--- config.mk ---
export PLATFORM = sky130hd
export DESIGN_NAME = tl_lsi_bridge
export DESIGN_NICKNAME = d
export VERILOG_FILES = /design/src/rtl/tl_lsi_pkg.sv /design/src/rtl/tl_lsi_bridge.sv
export SDC_FILE = /design/constraint.sdc
export NUM_CORES = 1
export LEC_CHECK = 0
export CAP_MARGIN = 20
export CORE_ASPECT_RATIO = 0.8
export CORE_MARGIN = 5
export CORE_UTILIZATION = 33
export DETAILED_ROUTE_END_ITERATION = 10
export PLACE_DENSITY = 0.75
export SYNTH_ARGS = -nofsm -noshare
export SYNTH_HDL_FRONTEND = slang
export SYNTH_SLANG_ARGS = --single-unit
--- constraint.sdc ---
create_clock -name clk -period 5.4 [get_ports clk]
set_input_delay 1.35 -clock clk [delete_from_list [all_inputs] [get_ports clk]]
set_output_delay 1.35 -clock clk [all_outputs]
set_load 0.05 [all_outputs]
--- src/rtl/tl_lsi_pkg.sv ---
// Shared constants and types for the TL-UL to LSI bridge.
// Holds the TL opcodes, the LSI opc/bmsk encodings and the bridge FSM states.
package tl_lsi_pkg;

  localparam logic [2:0] PUT_FULL        = 3'd0;
  localparam logic [2:0] PUT_PARTIAL     = 3'd1;
  localparam logic [2:0] GET             = 3'd4;
  localparam logic [2:0] ACCESS_ACK      = 3'd0;
  localparam logic [2:0] ACCESS_ACK_DATA = 3'd1;

  localparam logic [2:0] LSI_RD = 3'b000;
  localparam logic [2:0] LSI_WR = 3'b001;

  localparam logic [1:0] BMSK_WORD = 2'b00;
  localparam logic [1:0] BMSK_HALF = 2'b01;
  localparam logic [1:0] BMSK_BYTE = 2'b10;

  typedef enum logic [1:0] {
    IDLE  = 2'd0,
    ISSUE = 2'd1,
    WAIT  = 2'd2,
    RESP  = 2'd3
  } state_t;

  function automatic logic [1:0] size2bmsk(input logic [1:0] sz);
    unique case (sz)
      2'd0:    size2bmsk = BMSK_BYTE;
      2'd1:    size2bmsk = BMSK_HALF;
      default: size2bmsk = BMSK_WORD;
    endcase
  endfunction

endpackage

--- src/rtl/tl_lsi_bridge.sv ---
// TL-UL slave to LSI register-bus master, one transaction in flight.
// Optional LSI_TIMEOUT_EN: denies a request whose LSI response never arrives.
module tl_lsi_bridge
  import tl_lsi_pkg::*;
#(
  parameter int SOURCE_W       = 4,
  parameter int TIMEOUT_CYCLES = 1024
) (
  input  logic                clk,
  input  logic                reset,
  input  logic                a_valid,
  output logic                a_ready,
  input  logic [2:0]          a_opcode,
  input  logic [1:0]          a_size,
  input  logic [SOURCE_W-1:0] a_source,
  input  logic [31:0]         a_address,
  input  logic [3:0]          a_mask,
  input  logic [31:0]         a_data,
  output logic                d_valid,
  input  logic                d_ready,
  output logic [2:0]          d_opcode,
  output logic [1:0]          d_size,
  output logic [SOURCE_W-1:0] d_source,
  output logic                d_denied,
  output logic [31:0]         d_data,
  output logic                lsi_vld_o,
  output logic [1:0]          lsi_sbsp_o,
  output logic [31:0]         lsi_data_o,
  output logic [2:0]          lsi_opc_o,
  output logic [1:0]          lsi_bmsk_o,
  input  logic                lsi_busy_i,
  input  logic [1:0]          lsi_err_i,
  input  logic [31:0]         lsi_data_i,
  input  logic                lsi_rvld_i,
  output logic                lsi_rsp_busy_o
);

  state_t state, state_nx;

  logic [2:0]          op_q;
  logic [1:0]          size_q;
  logic [SOURCE_W-1:0] src_q;
  logic [1:0]          sbsp_q;
  logic [31:0]         wdata_q;
  logic [2:0]          opc_q;
  logic [1:0]          bmsk_q;
  logic                denied_q;
  logic [31:0]         rdata_q;
  logic                req_bad;
  logic                to_hit;
  logic                accept;
  logic                rsp_take;

  assign req_bad = !(a_opcode == PUT_FULL ||
                     a_opcode == PUT_PARTIAL ||
                     a_opcode == GET) ||
                   (a_size == 2'd3);

  assign accept   = (state == IDLE) && a_valid;
  assign rsp_take = (state == WAIT) && lsi_rvld_i;

  // Only [3:2] of the address reaches the LSI bus; lanes come from a_size.
  logic unused_ok;
  assign unused_ok = ^{a_address[31:4], a_address[1:0], a_mask};

`ifdef LSI_TIMEOUT_EN
  localparam int TW = (TIMEOUT_CYCLES > 2) ? $clog2(TIMEOUT_CYCLES) : 1;

  logic [TW-1:0] cnt;

  always_ff @(posedge clk or posedge reset) begin
    if (reset) begin
      cnt <= '0;
    end else if (state != WAIT) begin
      cnt <= '0;
    end else begin
      cnt <= cnt + 1'b1;
    end
  end

  assign to_hit = (state == WAIT) && !lsi_rvld_i &&
                  (cnt == TW'(TIMEOUT_CYCLES - 1));
`else
  logic unused_to;
  assign unused_to = ^TIMEOUT_CYCLES;
  assign to_hit    = 1'b0;
`endif

  always_comb begin
    state_nx  = state;
    a_ready   = 1'b0;
    lsi_vld_o = 1'b0;
    d_valid   = 1'b0;
    unique case (state)
      IDLE: begin
        a_ready = !reset;
        if (a_valid) state_nx = req_bad ? RESP : ISSUE;
      end
      ISSUE: begin
        if (!lsi_busy_i) begin
          lsi_vld_o = 1'b1;
          state_nx  = WAIT;
        end
      end
      WAIT: begin
        if (lsi_rvld_i || to_hit) state_nx = RESP;
      end
      RESP: begin
        d_valid = 1'b1;
        if (d_ready) state_nx = IDLE;
      end
      default: state_nx = IDLE;
    endcase
  end

  always_ff @(posedge clk or posedge reset) begin
    if (reset) begin
      state    <= IDLE;
      op_q     <= '0;
      size_q   <= '0;
      src_q    <= '0;
      sbsp_q   <= '0;
      wdata_q  <= '0;
      opc_q    <= '0;
      bmsk_q   <= '0;
      denied_q <= 1'b0;
      rdata_q  <= '0;
    end else begin
      state <= state_nx;
      if (accept) begin
        op_q     <= a_opcode;
        size_q   <= a_size;
        src_q    <= a_source;
        sbsp_q   <= a_address[3:2];
        wdata_q  <= a_data;
        opc_q    <= (a_opcode == GET) ? LSI_RD : LSI_WR;
        bmsk_q   <= size2bmsk(a_size);
        denied_q <= req_bad;
        rdata_q  <= '0;
      end
      // Read data only survives a clean Get; errors leave d_data at zero.
      if (rsp_take) begin
        denied_q <= (lsi_err_i != 2'b00);
        if (op_q == GET && lsi_err_i == 2'b00) rdata_q <= lsi_data_i;
      end else if (to_hit) begin
        denied_q <= 1'b1;
      end
    end
  end

  assign d_opcode       = (op_q == GET) ? ACCESS_ACK_DATA : ACCESS_ACK;
  assign d_size         = size_q;
  assign d_source       = src_q;
  assign d_denied       = denied_q;
  assign d_data         = rdata_q;
  assign lsi_sbsp_o     = sbsp_q;
  assign lsi_data_o     = wdata_q;
  assign lsi_opc_o      = opc_q;
  assign lsi_bmsk_o     = bmsk_q;
  assign lsi_rsp_busy_o = (state != WAIT);

endmodule

==> impl_metrics.prom, run 1 <==
# TYPE chip_impl_metric gauge
chip_impl_info{name="status",value="completed"} 1
chip_impl_metric{name="asyncSetResetFlopFracSynth",unit=""} 1.000
chip_impl_metric{name="layout-drive-gt1-share",unit=""} 0.1380
chip_impl_info{name="regToRegStartpoint",value="state[0]$_DFFE_PP0P_"} 1
chip_impl_metric{name="post_cts_resized",unit=""} 0
chip_impl_metric{name="antenna_cells_inserted",unit=""} 0
chip_impl_metric{name="design.final.nets",unit=""} 559
chip_impl_metric{name="hold_violation_total_from_the_final_report",unit=""} 0
chip_impl_metric{name="drt_drc_violations_left",unit=""} 0
chip_impl_info{name="critPathMostFrequentCell",value="sky130_fd_sc_hd__clkdlybuf4s50_1"} 1
chip_impl_metric{name="detail_route.iter0.violations",unit=""} 149
chip_impl_metric{name="grt_start_max_net_pins",unit=""} 52
chip_impl_metric{name="worstPathArrival",unit="ps"} 2720
chip_impl_metric{name="max_slew_margin",unit=""} 0.3753
chip_impl_metric{name="clock_skew",unit="ps"} 2.385
chip_impl_info{name="grt_setup_unrepaired",value="false"} 1
chip_impl_metric{name="routedWlPerCell",unit="um"} 14.89
chip_impl_metric{name="postCtsSetupBuffers",unit=""} 0
chip_impl_metric{name="number_of_instances_in_the_synthesized_netlist",unit=""} 274
chip_impl_metric{name="critical_path_max_stage_delay",unit="ps"} 810
chip_impl_metric{name="vias",unit=""} 2538
chip_impl_metric{name="syn_area_per_cell",unit="um2"} 12.61
chip_impl_metric{name="clockBufferDepth",unit=""} 2
chip_impl_info{name="synth_top_family_by_area",value="multiplexers"} 1
chip_impl_metric{name="wl",unit="um"} 8666
chip_impl_info{name="timing.setup.critical_path_class",value="input pin to output pin"} 1
chip_impl_metric{name="dr_wl_met3",unit="um"} 620
chip_impl_metric{name="count_of_state_elements_after_synthesis",unit=""} 81
chip_impl_info{name="post_synth_most_frequent_cells",value="sky130_fd_sc_hd__dfrtp_1, sky130_fd_sc_hd__mux2_2, sky130_fd_sc_hd__nand2_1"} 1
chip_impl_metric{name="cts-buffers-inserted",unit=""} 9
chip_impl_metric{name="post_synth_mux_area_share",unit=""} 0.2416
chip_impl_info{name="cts-root-buf",value="sky130_fd_sc_hd__clkbuf_16"} 1
chip_impl_metric{name="fmaxAchievable",unit="GHz"} 0.2456
chip_impl_info{name="timing.hold.worst_endpoint",value="lsi_bmsk_o[1]$_DFFE_PP0P_"} 1
chip_impl_metric{name="layoutNonFillerInstCount",unit=""} 582
chip_impl_metric{name="cp_data_required_time",unit="ps"} 4050
chip_impl_info{name="yosys-top-cells-area",value="sky130_fd_sc_hd__dfrtp_1, sky130_fd_sc_hd__mux2_2, sky130_fd_sc_hd__mux2i_1"} 1
chip_impl_metric{name="worst_pin_slew",unit="ps"} 937.0
chip_impl_info{name="path_cells",value="clkdlybuf4s50_1 > nor2b_1 > clkdlybuf4s50_1"} 1
chip_impl_info{name="synth_top_area_cell",value="sky130_fd_sc_hd__dfrtp_1"} 1
chip_impl_metric{name="final_design_area_no_fill",unit="um2"} 5483
chip_impl_metric{name="clk_pin_slew",unit="ps"} 60
chip_impl_metric{name="grt_overflow",unit=""} 0
chip_impl_metric{name="xor_xnor_share_of_the_synthesized_area",unit=""} 0
chip_impl_metric{name="clock_sinks",unit=""} 81
chip_impl_info{name="kind_of_launch_point_of_the_worst_setup_path",value="input pin"} 1
chip_impl_metric{name="reg2reg_slack",unit="ps"} 3300
chip_impl_metric{name="ioPinCount",unit=""} 202
chip_impl_metric{name="post-route-min-period",unit="ps"} 4071
chip_impl_metric{name="clkLatencyLatePin",unit="ps"} 330
chip_impl_metric{name="initial_core_utilization",unit=""} 0.3374
chip_impl_metric{name="power.total",unit="mW"} 3.265
chip_impl_metric{name="floorplan.die.height",unit="um"} 101.5
chip_impl_metric{name="post-synth-top-area-fraction",unit=""} 0.5867
chip_impl_info{name="synth_flop_cell",value="sky130_fd_sc_hd__dfrtp_1"} 1
chip_impl_metric{name="grt_first_pass_wirelength",unit="um"} 14290
chip_impl_metric{name="yosysWarnings",unit=""} 0
chip_impl_metric{name="flow.area_growth_from_synthesis",unit="%"} 58.71
chip_impl_metric{name="reg2reg_depth",unit=""} 4
chip_impl_metric{name="crit_path_max_fanout",unit=""} 2
chip_impl_metric{name="setup_violations",unit=""} 0
chip_impl_metric{name="grtUsageTotal",unit=""} 0.1418
chip_impl_metric{name="postPlaceCellArea",unit="um2"} 5185
chip_impl_info{name="highest_layer",value="met4"} 1
chip_impl_info{name="critical_path.reg2reg.endpoint",value="lsi_data_o[0]$_DFFE_PP0P_"} 1
chip_impl_metric{name="tns",unit="ps"} 0
chip_impl_metric{name="route.met2.wl",unit="um"} 3959
chip_impl_metric{name="maxCapViolations",unit=""} 0
chip_impl_metric{name="finalWorstSetupSlack",unit="ps"} 1329
chip_impl_metric{name="dp_hpwl",unit="um"} 6556
chip_impl_metric{name="min_hold_slack",unit="ps"} 475.7
chip_impl_metric{name="max_slew_violation_count",unit=""} 0
chip_impl_metric{name="floorplan.core_area",unit="um2"} 10240
chip_impl_metric{name="m1WireLength",unit="um"} 4013
chip_impl_info{name="cts_tree",value="done"} 1
chip_impl_metric{name="hold_path_depth",unit=""} 2
chip_impl_metric{name="placed_cells_incl_taps",unit=""} 566
chip_impl_metric{name="via_count_of_the_first_global_routing_pass",unit=""} 2758
chip_impl_metric{name="post_route_core_utilization",unit=""} 0.5354
chip_impl_metric{name="synth.cell_area",unit="um2"} 3455
chip_impl_info{name="post-synth-top-count-cell",value="sky130_fd_sc_hd__dfrtp_1"} 1
chip_impl_metric{name="synthSimpleGateAreaFrac",unit=""} 0.06809
chip_impl_metric{name="leakage",unit="nW"} 2.615
chip_impl_metric{name="drtPass1Iterations",unit=""} 4
chip_impl_metric{name="synth-adder-area-share",unit=""} 0.01811
chip_impl_metric{name="die_area",unit="um2"} 12630
chip_impl_metric{name="h-tree-depth",unit=""} 3
chip_impl_metric{name="num_rows",unit=""} 33
chip_impl_metric{name="dpl_worst_slack",unit="ps"} 1336
chip_impl_metric{name="io_buffers",unit=""} 163
chip_impl_metric{name="ys_types",unit=""} 24
chip_impl_info{name="crit_slowest_cell",value="sky130_fd_sc_hd__clkdlybuf4s50_1"} 1
chip_impl_metric{name="antenna_left",unit=""} 0
chip_impl_info{name="end_kind",value="output pin"} 1
chip_impl_metric{name="post_synth_edffs",unit=""} 0
chip_impl_metric{name="viasPerCell",unit=""} 4.361
chip_impl_info{name="hold_start",value="lsi_bmsk_o[1]$_DFFE_PP0P_"} 1
chip_impl_metric{name="power-per-cell-area",unit="nW/um2"} 595.5
chip_impl_info{name="min-delay-path-class",value="flop to flop"} 1
chip_impl_metric{name="cts_hold_buffers",unit=""} 0
chip_impl_metric{name="peakVddDrop",unit="mV"} 0.1976
chip_impl_metric{name="antenna_found_initial",unit=""} 0
chip_impl_metric{name="fin_crit_sh",unit=""} 0.7539
chip_impl_metric{name="final_weighted_congestion_in_routability_driven_placement",unit=""} 0.8256
chip_impl_metric{name="synth_sequential_area_ratio",unit=""} 0.5867
chip_impl_metric{name="synth-compound-area-share",unit=""} 0.01485
chip_impl_metric{name="chipWidth",unit="um"} 124.4
state kept, by name, summed over array words and instances, names as in the netlist:
name        count
d_data         32
d_denied        1
d_size          2
d_source        4
lsi_bmsk_o      2
lsi_data_o     32
lsi_opc_o       1
lsi_sbsp_o      2
op_q            3
state           2
cell usage in the layout (no fill, tap or decap):
master | netlist | routed
sky130_fd_sc_hd__a31oi_1 | 1 | 1
sky130_fd_sc_hd__clkinvlp_4 | 0 | 4
sky130_fd_sc_hd__clkbuf_16 | 0 | 9
sky130_fd_sc_hd__and2_2 | 0 | 1
sky130_fd_sc_hd__o2111a_1 | 1 | 1
sky130_fd_sc_hd__nor2b_1 | 2 | 2
sky130_fd_sc_hd__mux2_2 | 40 | 40
sky130_fd_sc_hd__buf_4 | 4 | 2
sky130_fd_sc_hd__a221o_1 | 1 | 1
sky130_fd_sc_hd__clkbuf_1 | 3 | 1
sky130_fd_sc_hd__nor3b_4 | 1 | 1
sky130_fd_sc_hd__o31ai_1 | 1 | 1
sky130_fd_sc_hd__mux2_1 | 3 | 3
sky130_fd_sc_hd__clkdlybuf4s50_1 | 0 | 163
sky130_fd_sc_hd__mux2i_1 | 35 | 35
sky130_fd_sc_hd__o22ai_1 | 1 | 1
sky130_fd_sc_hd__dfrtp_1 | 81 | 81
sky130_fd_sc_hd__inv_1 | 36 | 35
sky130_fd_sc_hd__nand2_1 | 37 | 37
sky130_fd_sc_hd__conb_1 | 1 | 4
sky130_fd_sc_hd__ha_1 | 5 | 5
sky130_fd_sc_hd__o21ai_0 | 2 | 2
sky130_fd_sc_hd__bufinv_16 | 0 | 1
sky130_fd_sc_hd__nor2_1 | 5 | 5
sky130_fd_sc_hd__nand2b_1 | 3 | 3
sky130_fd_sc_hd__clkinv_2 | 0 | 1
sky130_fd_sc_hd__nand4_4 | 1 | 1
sky130_fd_sc_hd__clkinv_4 | 0 | 1
report_power, final:
group          switching [mW]  internal, mW  leakage [nW]
combinational            1.09         0.634          1.46
sequential              0.119         0.829          1.02
clock                   0.239         0.359         0.131
total                    1.44          1.82          2.62
worst max path at each step:
stage | start | end | slack, ps | depth (start not counted)
after floorplan | reset | d_data[0]$_DFF_PP0_ | 1970 | 1
after global placement | reset | a_ready | 1320 | 3
after detailed placement | reset | a_ready | 1340 | 3
after CTS | reset | a_ready | 1330 | 3
after global routing | reset | a_ready | 1260 | 3
final | reset | a_ready | 1330 | 3
cell type report:
class,count,area [um2]
Clock buffer,10,229.0
Multi-Input combinational cell,144,1200
Fill cell,922,4757
Inverter,36,136.4
Sequential cell,81,2027
Clock inverter,6,68.82
Tap cell,140,175.2
Timing Repair Buffer,165,1647
cell families (layout without fill, tap and decap cells):
group	after synthesis	count (layout)
DFF	81	81
muxes	78	78
buffers and inverters	52	217
and+or+nand+nor	50	50
AOI/OAI and AO/OA	7	7
adders and majority gates	5	5
other	1	4
critical path, delay by kind of cell:
family        cells  cell delay, ps
simple gates      1             120
buf+inv           2            1250
per-layer routing:
| metal | GRT usage | up-vias |
|---|---|---|
| met4 | 0.03791 | 0 |
| li1 | - | 1207 |
| met2 | 0.2238 | 116 |
| met5 | 0 | - |
| met3 | 0.05851 | 7 |
| met1 | 0.1823 | 1208 |
Note: power is estimated with default switching activity, not from simulation.
==> run 2, diff against run 1 <==
- clock period: 5.4 -> 3.8 ns (I/O delays scaled with it)
==> run 2 against run 1 <==
Effect of this change:
- clock skew up 2.5 ps
- sequential power up 42%
- critical endpoint unchanged
- largest cell class unchanged
- setup slack worse by 800 ps
- largest power group unchanged
- hold slack worse by 1.9 ps
- flip-flop and latch count unchanged
==> impl_metrics.prom, run 2 (synthesized netlist as in run 1, its figures left out) <==
# TYPE chip_impl_metric gauge
chip_impl_metric{name="cp_data_required_time",unit="ps"} 2850
chip_impl_metric{name="postPlaceCellArea",unit="um2"} 5192
chip_impl_metric{name="antenna_cells_inserted",unit=""} 0
chip_impl_metric{name="switching_power",unit="mW"} 2.037
chip_impl_metric{name="clock_skew",unit="ps"} 4.879
chip_impl_info{name="top_usage_layer",value="met2"} 1
chip_impl_info{name="end_kind",value="output pin"} 1
chip_impl_info{name="grt_setup_unrepaired",value="false"} 1
chip_impl_metric{name="power-per-cell-area",unit="nW/um2"} 851.6
chip_impl_metric{name="hold_path_depth",unit=""} 2
chip_impl_metric{name="post_cts_resized",unit=""} 0
chip_impl_metric{name="initial_core_utilization",unit=""} 0.3374
chip_impl_metric{name="crit_path_max_fanout",unit=""} 2
chip_impl_metric{name="layout.area.seq",unit="um2"} 2027
chip_impl_metric{name="grt_first_pass_wirelength",unit="um"} 14260
chip_impl_metric{name="postCtsSetupBuffers",unit=""} 0
chip_impl_metric{name="drt_drc_violations_left",unit=""} 0
chip_impl_metric{name="reg2reg_slack",unit="ps"} 1720
chip_impl_metric{name="pwr-share-comb",unit=""} 0.521
chip_impl_metric{name="detail_route.iter0.violations",unit=""} 96
chip_impl_metric{name="maxCapViolations",unit=""} 0
chip_impl_metric{name="cts-buffers-inserted",unit=""} 9
chip_impl_info{name="cts_tree",value="done"} 1
chip_impl_metric{name="use_met2",unit=""} 0.2321
chip_impl_info{name="kind_of_launch_point_of_the_worst_setup_path",value="input pin"} 1
chip_impl_metric{name="cts_hold_buffers",unit=""} 0
chip_impl_metric{name="grtUsageTotal",unit=""} 0.1418
chip_impl_metric{name="max_slew_violation_count",unit=""} 0
chip_impl_info{name="regToRegStartpoint",value="state[1]$_DFFE_PP0P_"} 1
chip_impl_metric{name="setup_violations",unit=""} 0
chip_impl_metric{name="power_report.internal_total",unit="mW"} 2.650
chip_impl_metric{name="switching_share",unit=""} 0.4346
chip_impl_info{name="final_cell_mix",value="sky130_fd_sc_hd__clkdlybuf4s50_1, sky130_fd_sc_hd__dfrtp_1, sky130_fd_sc_hd__mux2_2"} 1
chip_impl_metric{name="antenna_found_initial",unit=""} 0
chip_impl_metric{name="final_design_area_no_fill",unit="um2"} 5504
chip_impl_metric{name="h-tree-depth",unit=""} 3
chip_impl_metric{name="post-route-min-period",unit="ps"} 3268
chip_impl_metric{name="dp_hpwl",unit="um"} 6659
chip_impl_metric{name="power.sequential.fraction",unit=""} 0.288
chip_impl_info{name="cts-root-buf",value="sky130_fd_sc_hd__clkbuf_16"} 1
chip_impl_metric{name="fin_crit_sh",unit=""} 0.8601
chip_impl_metric{name="hold_violation_total_from_the_final_report",unit=""} 0
chip_impl_metric{name="clk_pin_slew",unit="ps"} 60
chip_impl_metric{name="vias",unit=""} 2592
chip_impl_metric{name="antenna_left",unit=""} 0
chip_impl_metric{name="floorplan.core_area",unit="um2"} 10240
chip_impl_metric{name="reg2reg_depth",unit=""} 4
chip_impl_metric{name="flow.area_growth_from_synthesis",unit="%"} 59.33
chip_impl_metric{name="clock_sinks",unit=""} 81
chip_impl_metric{name="clkPwrFrac",unit=""} 0.191
chip_impl_metric{name="leakage",unit="nW"} 2.641
chip_impl_metric{name="viasPerCell",unit=""} 4.446
chip_impl_metric{name="num_rows",unit=""} 33
chip_impl_metric{name="ioPinCount",unit=""} 202
chip_impl_metric{name="wl",unit="um"} 8785
chip_impl_info{name="timing.setup.critical_path_class",value="input pin to output pin"} 1
chip_impl_metric{name="use_met1",unit=""} 0.1698
chip_impl_info{name="hold_start",value="lsi_bmsk_o[1]$_DFFE_PP0P_"} 1
chip_impl_info{name="critical_path.reg2reg.endpoint",value="lsi_data_o[9]$_DFFE_PP0P_"} 1
chip_impl_info{name="layout_commonest_cell",value="sky130_fd_sc_hd__clkdlybuf4s50_1"} 1
chip_impl_metric{name="multi_input_area",unit="um2"} 1200
chip_impl_info{name="status",value="completed"} 1
chip_impl_metric{name="worstPathArrival",unit="ps"} 2320
chip_impl_metric{name="tns",unit="ps"} 0
chip_impl_metric{name="clockBufferDepth",unit=""} 2
chip_impl_metric{name="chipWidth",unit="um"} 124.4
chip_impl_metric{name="grt_overflow",unit=""} 0
chip_impl_metric{name="design.final.nets",unit=""} 560
chip_impl_metric{name="drtPass1Iterations",unit=""} 4
chip_impl_metric{name="grt_start_max_net_pins",unit=""} 42
chip_impl_metric{name="routedWlPerCell",unit="um"} 15.07
chip_impl_metric{name="peakVddDrop",unit="mV"} 0.2737
chip_impl_metric{name="grt_util_met3",unit=""} 0.06484
chip_impl_metric{name="max_slew_margin",unit=""} 0.3848
chip_impl_metric{name="worst_pin_slew",unit="ps"} 922.8
chip_impl_metric{name="clkLatencyLatePin",unit="ps"} 330
chip_impl_metric{name="io_buffers",unit=""} 163
chip_impl_metric{name="final_weighted_congestion_in_routability_driven_placement",unit=""} 0.8311
chip_impl_metric{name="die_area",unit="um2"} 12630
chip_impl_metric{name="fillers",unit=""} 911
chip_impl_metric{name="floorplan.die.height",unit="um"} 101.5
chip_impl_metric{name="fmaxAchievable",unit="GHz"} 0.3060
chip_impl_metric{name="via_count_of_the_first_global_routing_pass",unit=""} 2737
chip_impl_info{name="timing.hold.worst_endpoint",value="lsi_bmsk_o[1]$_DFFE_PP0P_"} 1
chip_impl_info{name="min-delay-path-class",value="flop to flop"} 1
chip_impl_metric{name="layout-drive-gt1-share",unit=""} 0.1400
run 2: routing by layer:
layer | vias to the layer above | wire length, um
met4 | 0 | 98
met2 | 122 | 4123
met5 | - | 0
met3 | 10 | 732
li1 | 1212 | -
met1 | 1248 | 3830
run 2: power by group through the flow:
stage	Clock, mW	Sequential (mW)	Combinational (mW)
4_1_cts	0.940	1.35	2.47
3_5_place_dp	0	1.36	2.47
2_1_floorplan	0	2.35	0.622
5_1_grt	0.974	1.39	2.56
6_report	0.897	1.35	2.44
3_3_place_gp	0	1.34	2.43
run 2: through the flow:
stage,setup slack (ps),hold slack [ps],util,std cells,power (mW)
3_5_place_dp,529.6,468.8,0.5071,567,3.833
3_3_place_gp,524.2,464.4,0.5071,567,3.776
4_1_cts,527.2,482.6,0.5375,583,4.765
5_1_grt,476.9,520.7,0.5375,583,4.924
6_report,531.7,473.8,0.5375,583,4.687
2_1_floorplan,769.9,480.3,-,277,2.973
run 2: worst max path at each step:
| stage | slack (ps) | to | start |
|---|---|---|---|
| after detailed placement | 530 | a_ready | reset |
| after floorplan | 770 | d_data[0]$_DFF_PP0_ | reset |
| after global placement | 520 | a_ready | reset |
| after global routing | 480 | lsi_vld_o | lsi_busy_i |
| final | 530 | a_ready | reset |
| after CTS | 530 | a_ready | reset |
run 2: critical path, cell delays in order:
cell and delay, ps:
sky130_fd_sc_hd__clkdlybuf4s50_1 440, sky130_fd_sc_hd__nor2b_1 120, sky130_fd_sc_hd__clkdlybuf4s50_1 810
run 2: final cells by class:
type,count,area share
Multi-Input combinational cell,144,0.2180
Sequential cell,81,0.3683
Clock buffer,10,0.04160
Tap cell,140,0.03183
Clock inverter,6,0.01500
Timing Repair Buffer,166,0.3005
Inverter,36,0.02478
==> run 3, diff against run 2 <==
- clock period: 3.8 -> 3.5 ns (I/O delays scaled with it)
==> run 3 against run 2 <==
Effect of this change:
- routed wire length shrank 1.1%
- total power increased by 8.5%
- die area stayed put
- critical endpoint unchanged
- hold slack hardly changed
- combinational power is 9.0% higher
- global-route usage is 0.49 points lower
- flip-flop and latch count stayed put
- register-to-register slack got worse by 180 ps
- core utilization up 0.12 points
- final cell count unchanged
- final area is 0.23% higher
- setup slack worse by 160 ps
==> impl_metrics.prom, run 3 (synthesized netlist as in run 1, its figures left out) <==
# TYPE chip_impl_metric gauge
chip_impl_info{name="status",value="completed"} 1
chip_impl_metric{name="cts_hold_buffers",unit=""} 0
chip_impl_info{name="critical_path.top_delay_family",value="buffers and inverters"} 1
chip_impl_metric{name="cp_data_required_time",unit="ps"} 2620
chip_impl_metric{name="grt_overflow",unit=""} 0
chip_impl_info{name="critPathMostFrequentCell",value="sky130_fd_sc_hd__clkdlybuf4s50_1"} 1
chip_impl_info{name="timing.setup.critical_path_class",value="input pin to output pin"} 1
chip_impl_metric{name="leakage",unit="nW"} 2.644
chip_impl_info{name="end_kind",value="output pin"} 1
chip_impl_info{name="min-delay-path-class",value="flop to flop"} 1
chip_impl_metric{name="setup_violations",unit=""} 0
chip_impl_metric{name="postCtsSetupBuffers",unit=""} 0
chip_impl_metric{name="grtUsageTotal",unit=""} 0.1369
chip_impl_metric{name="fmaxAchievable",unit="GHz"} 0.3193
chip_impl_metric{name="worst_pin_slew",unit="ps"} 785.5
chip_impl_metric{name="final_weighted_congestion_in_routability_driven_placement",unit=""} 0.8253
chip_impl_metric{name="hold_path_depth",unit=""} 2
chip_impl_metric{name="routedWlPerCell",unit="um"} 14.90
chip_impl_metric{name="via_count_of_the_first_global_routing_pass",unit=""} 2843
chip_impl_metric{name="initial_core_utilization",unit=""} 0.3374
chip_impl_metric{name="h-tree-depth",unit=""} 3
chip_impl_metric{name="crit_path_max_fanout",unit=""} 2
chip_impl_metric{name="max_slew_margin",unit=""} 0.4753
chip_impl_metric{name="reg2reg_slack",unit="ps"} 1540
chip_impl_info{name="critical_path.reg2reg.endpoint",value="d_data[1]$_DFF_PP0_"} 1
chip_impl_info{name="crit_slowest_cell",value="sky130_fd_sc_hd__clkdlybuf4s50_1"} 1
chip_impl_metric{name="post_cts_resized",unit=""} 0
chip_impl_metric{name="postPlaceCellArea",unit="um2"} 5205
chip_impl_metric{name="drt_drc_violations_left",unit=""} 0
chip_impl_metric{name="cts-buffers-inserted",unit=""} 9
chip_impl_info{name="cts-root-buf",value="sky130_fd_sc_hd__clkbuf_16"} 1
chip_impl_metric{name="drtPass1Iterations",unit=""} 4
chip_impl_metric{name="worstPathArrival",unit="ps"} 2260
chip_impl_metric{name="grt_start_max_net_pins",unit=""} 52
chip_impl_metric{name="hold_violation_total_from_the_final_report",unit=""} 0
chip_impl_metric{name="grt_first_pass_wirelength",unit="um"} 13990
chip_impl_metric{name="floorplan.core_area",unit="um2"} 10240
chip_impl_metric{name="vias",unit=""} 2590
chip_impl_metric{name="dp_hpwl",unit="um"} 6615
chip_impl_metric{name="chipWidth",unit="um"} 124.4
chip_impl_metric{name="max_slew_violation_count",unit=""} 0
chip_impl_metric{name="min_hold_slack",unit="ps"} 473.5
chip_impl_metric{name="wl",unit="um"} 8687
chip_impl_metric{name="clock_skew",unit="ps"} 7.314
chip_impl_metric{name="flow.area_growth_from_synthesis",unit="%"} 59.69
chip_impl_metric{name="reg2reg_depth",unit=""} 6
chip_impl_metric{name="num_rows",unit=""} 33
chip_impl_metric{name="design.final.nets",unit=""} 560
chip_impl_info{name="timing.hold.worst_endpoint",value="lsi_bmsk_o[1]$_DFFE_PP0P_"} 1
chip_impl_metric{name="clockBufferDepth",unit=""} 2
chip_impl_metric{name="layout-drive-gt1-share",unit=""} 0.1422
chip_impl_metric{name="die_area",unit="um2"} 12630
chip_impl_info{name="path_cells",value="clkdlybuf4s50_1 > nor2b_1 > clkdlybuf4s50_1"} 1
chip_impl_metric{name="power-per-cell-area",unit="nW/um2"} 922.2
chip_impl_info{name="regToRegStartpoint",value="state[0]$_DFFE_PP0P_"} 1
chip_impl_metric{name="peakVddDrop",unit="mV"} 0.2551
chip_impl_info{name="layout_commonest_cell",value="sky130_fd_sc_hd__clkdlybuf4s50_1"} 1
chip_impl_metric{name="detail_route.iter0.violations",unit=""} 108
chip_impl_metric{name="tns",unit="ps"} 0
chip_impl_metric{name="antenna_left",unit=""} 0
chip_impl_metric{name="clock_sinks",unit=""} 81
chip_impl_metric{name="clkLatencyLatePin",unit="ps"} 330
chip_impl_metric{name="io_buffers",unit=""} 163
chip_impl_metric{name="final_design_area_no_fill",unit="um2"} 5517
chip_impl_metric{name="fillers",unit=""} 934
chip_impl_metric{name="viasPerCell",unit=""} 4.443
chip_impl_metric{name="fin_crit_sh",unit=""} 0.8947
chip_impl_metric{name="ioPinCount",unit=""} 202
chip_impl_metric{name="clk_pin_slew",unit="ps"} 60
chip_impl_metric{name="antenna_found_initial",unit=""} 0
chip_impl_info{name="final_cell_mix",value="sky130_fd_sc_hd__clkdlybuf4s50_1, sky130_fd_sc_hd__dfrtp_1, sky130_fd_sc_hd__mux2_2"} 1
chip_impl_info{name="kind_of_launch_point_of_the_worst_setup_path",value="input pin"} 1
chip_impl_metric{name="floorplan.die.height",unit="um"} 101.5
chip_impl_metric{name="critical_path_max_stage_delay",unit="ps"} 810
chip_impl_metric{name="maxCapViolations",unit=""} 0
chip_impl_metric{name="antenna_cells_inserted",unit=""} 0
chip_impl_info{name="hold_start",value="lsi_bmsk_o[1]$_DFFE_PP0P_"} 1
chip_impl_metric{name="post-route-min-period",unit="ps"} 3131
chip_impl_info{name="cts_tree",value="done"} 1
chip_impl_metric{name="cp.buffers_inverters",unit=""} 2
chip_impl_info{name="grt_setup_unrepaired",value="false"} 1
## run 3: cell types whose count changed in the layout (fill, tap and decap cells not counted), sizes merged
cell / before / now
bufinv: 2 / 1
clkinv: 4 / 2
inv: 35 / 38
## run 3: metal layers
| layer | global-route usage | routed length (um) | vias to the layer above |
|---|---|---|---|
| li1 | - | - | 1202 |
| met1 | 0.1648 | 3917 | 1256 |
| met2 | 0.2305 | 4058 | 124 |
| met3 | 0.05588 | 648 | 8 |
| met4 | 0.03707 | 63 | 0 |
| met5 | 0 | 0 | - |
## run 3: power breakdown
group          internal, mW  switching [mW]
registers              1.28           0.180
logic                 0.982            1.68
clock network         0.581           0.389
total                  2.84            2.25
## run 3: area by class of cell
cell class | count | area, um2 | area share
Sequential cell | 81 | 2027 | 0.3674
Timing Repair Buffer | 166 | 1667 | 0.3021
Multi-Input combinational cell | 144 | 1200 | 0.2175
Clock buffer | 10 | 239.0 | 0.04332
Tap cell | 140 | 175.2 | 0.03175
Inverter | 36 | 136.4 | 0.02472
Clock inverter | 6 | 72.57 | 0.01315
## run 3: worst max-delay path by stage
stage | startpoint | end | slack, ps | cells past startpoint
after floorplan | reset | d_data[0]$_DFF_PP0_ | 540 | 1
after global placement | reset | a_ready | 380 | 3
after detailed placement | reset | a_ready | 370 | 3
after CTS | reset | a_ready | 360 | 3
after global routing | reset | a_ready | 330 | 3
final | reset | a_ready | 370 | 3
## run 3: tightest hold or removal path: cells and delay by family (launching register included)
family	cells	cell delay [ps]
simple gates	1	50
flops	1	340
compound gates	1	50
## run 3: through the flow
step                      std cells  power (mW)  setup WS [ps]    util
after floorplan                 277       3.228          544.9       -
after global placement          567       4.106          383.0  0.5083
after detailed placement        567       4.168          374.0  0.5083
after CTS                       583       5.163          364.5  0.5387
after global routing            583       5.330          330.8  0.5387
final                           583       5.087          368.6  0.5387
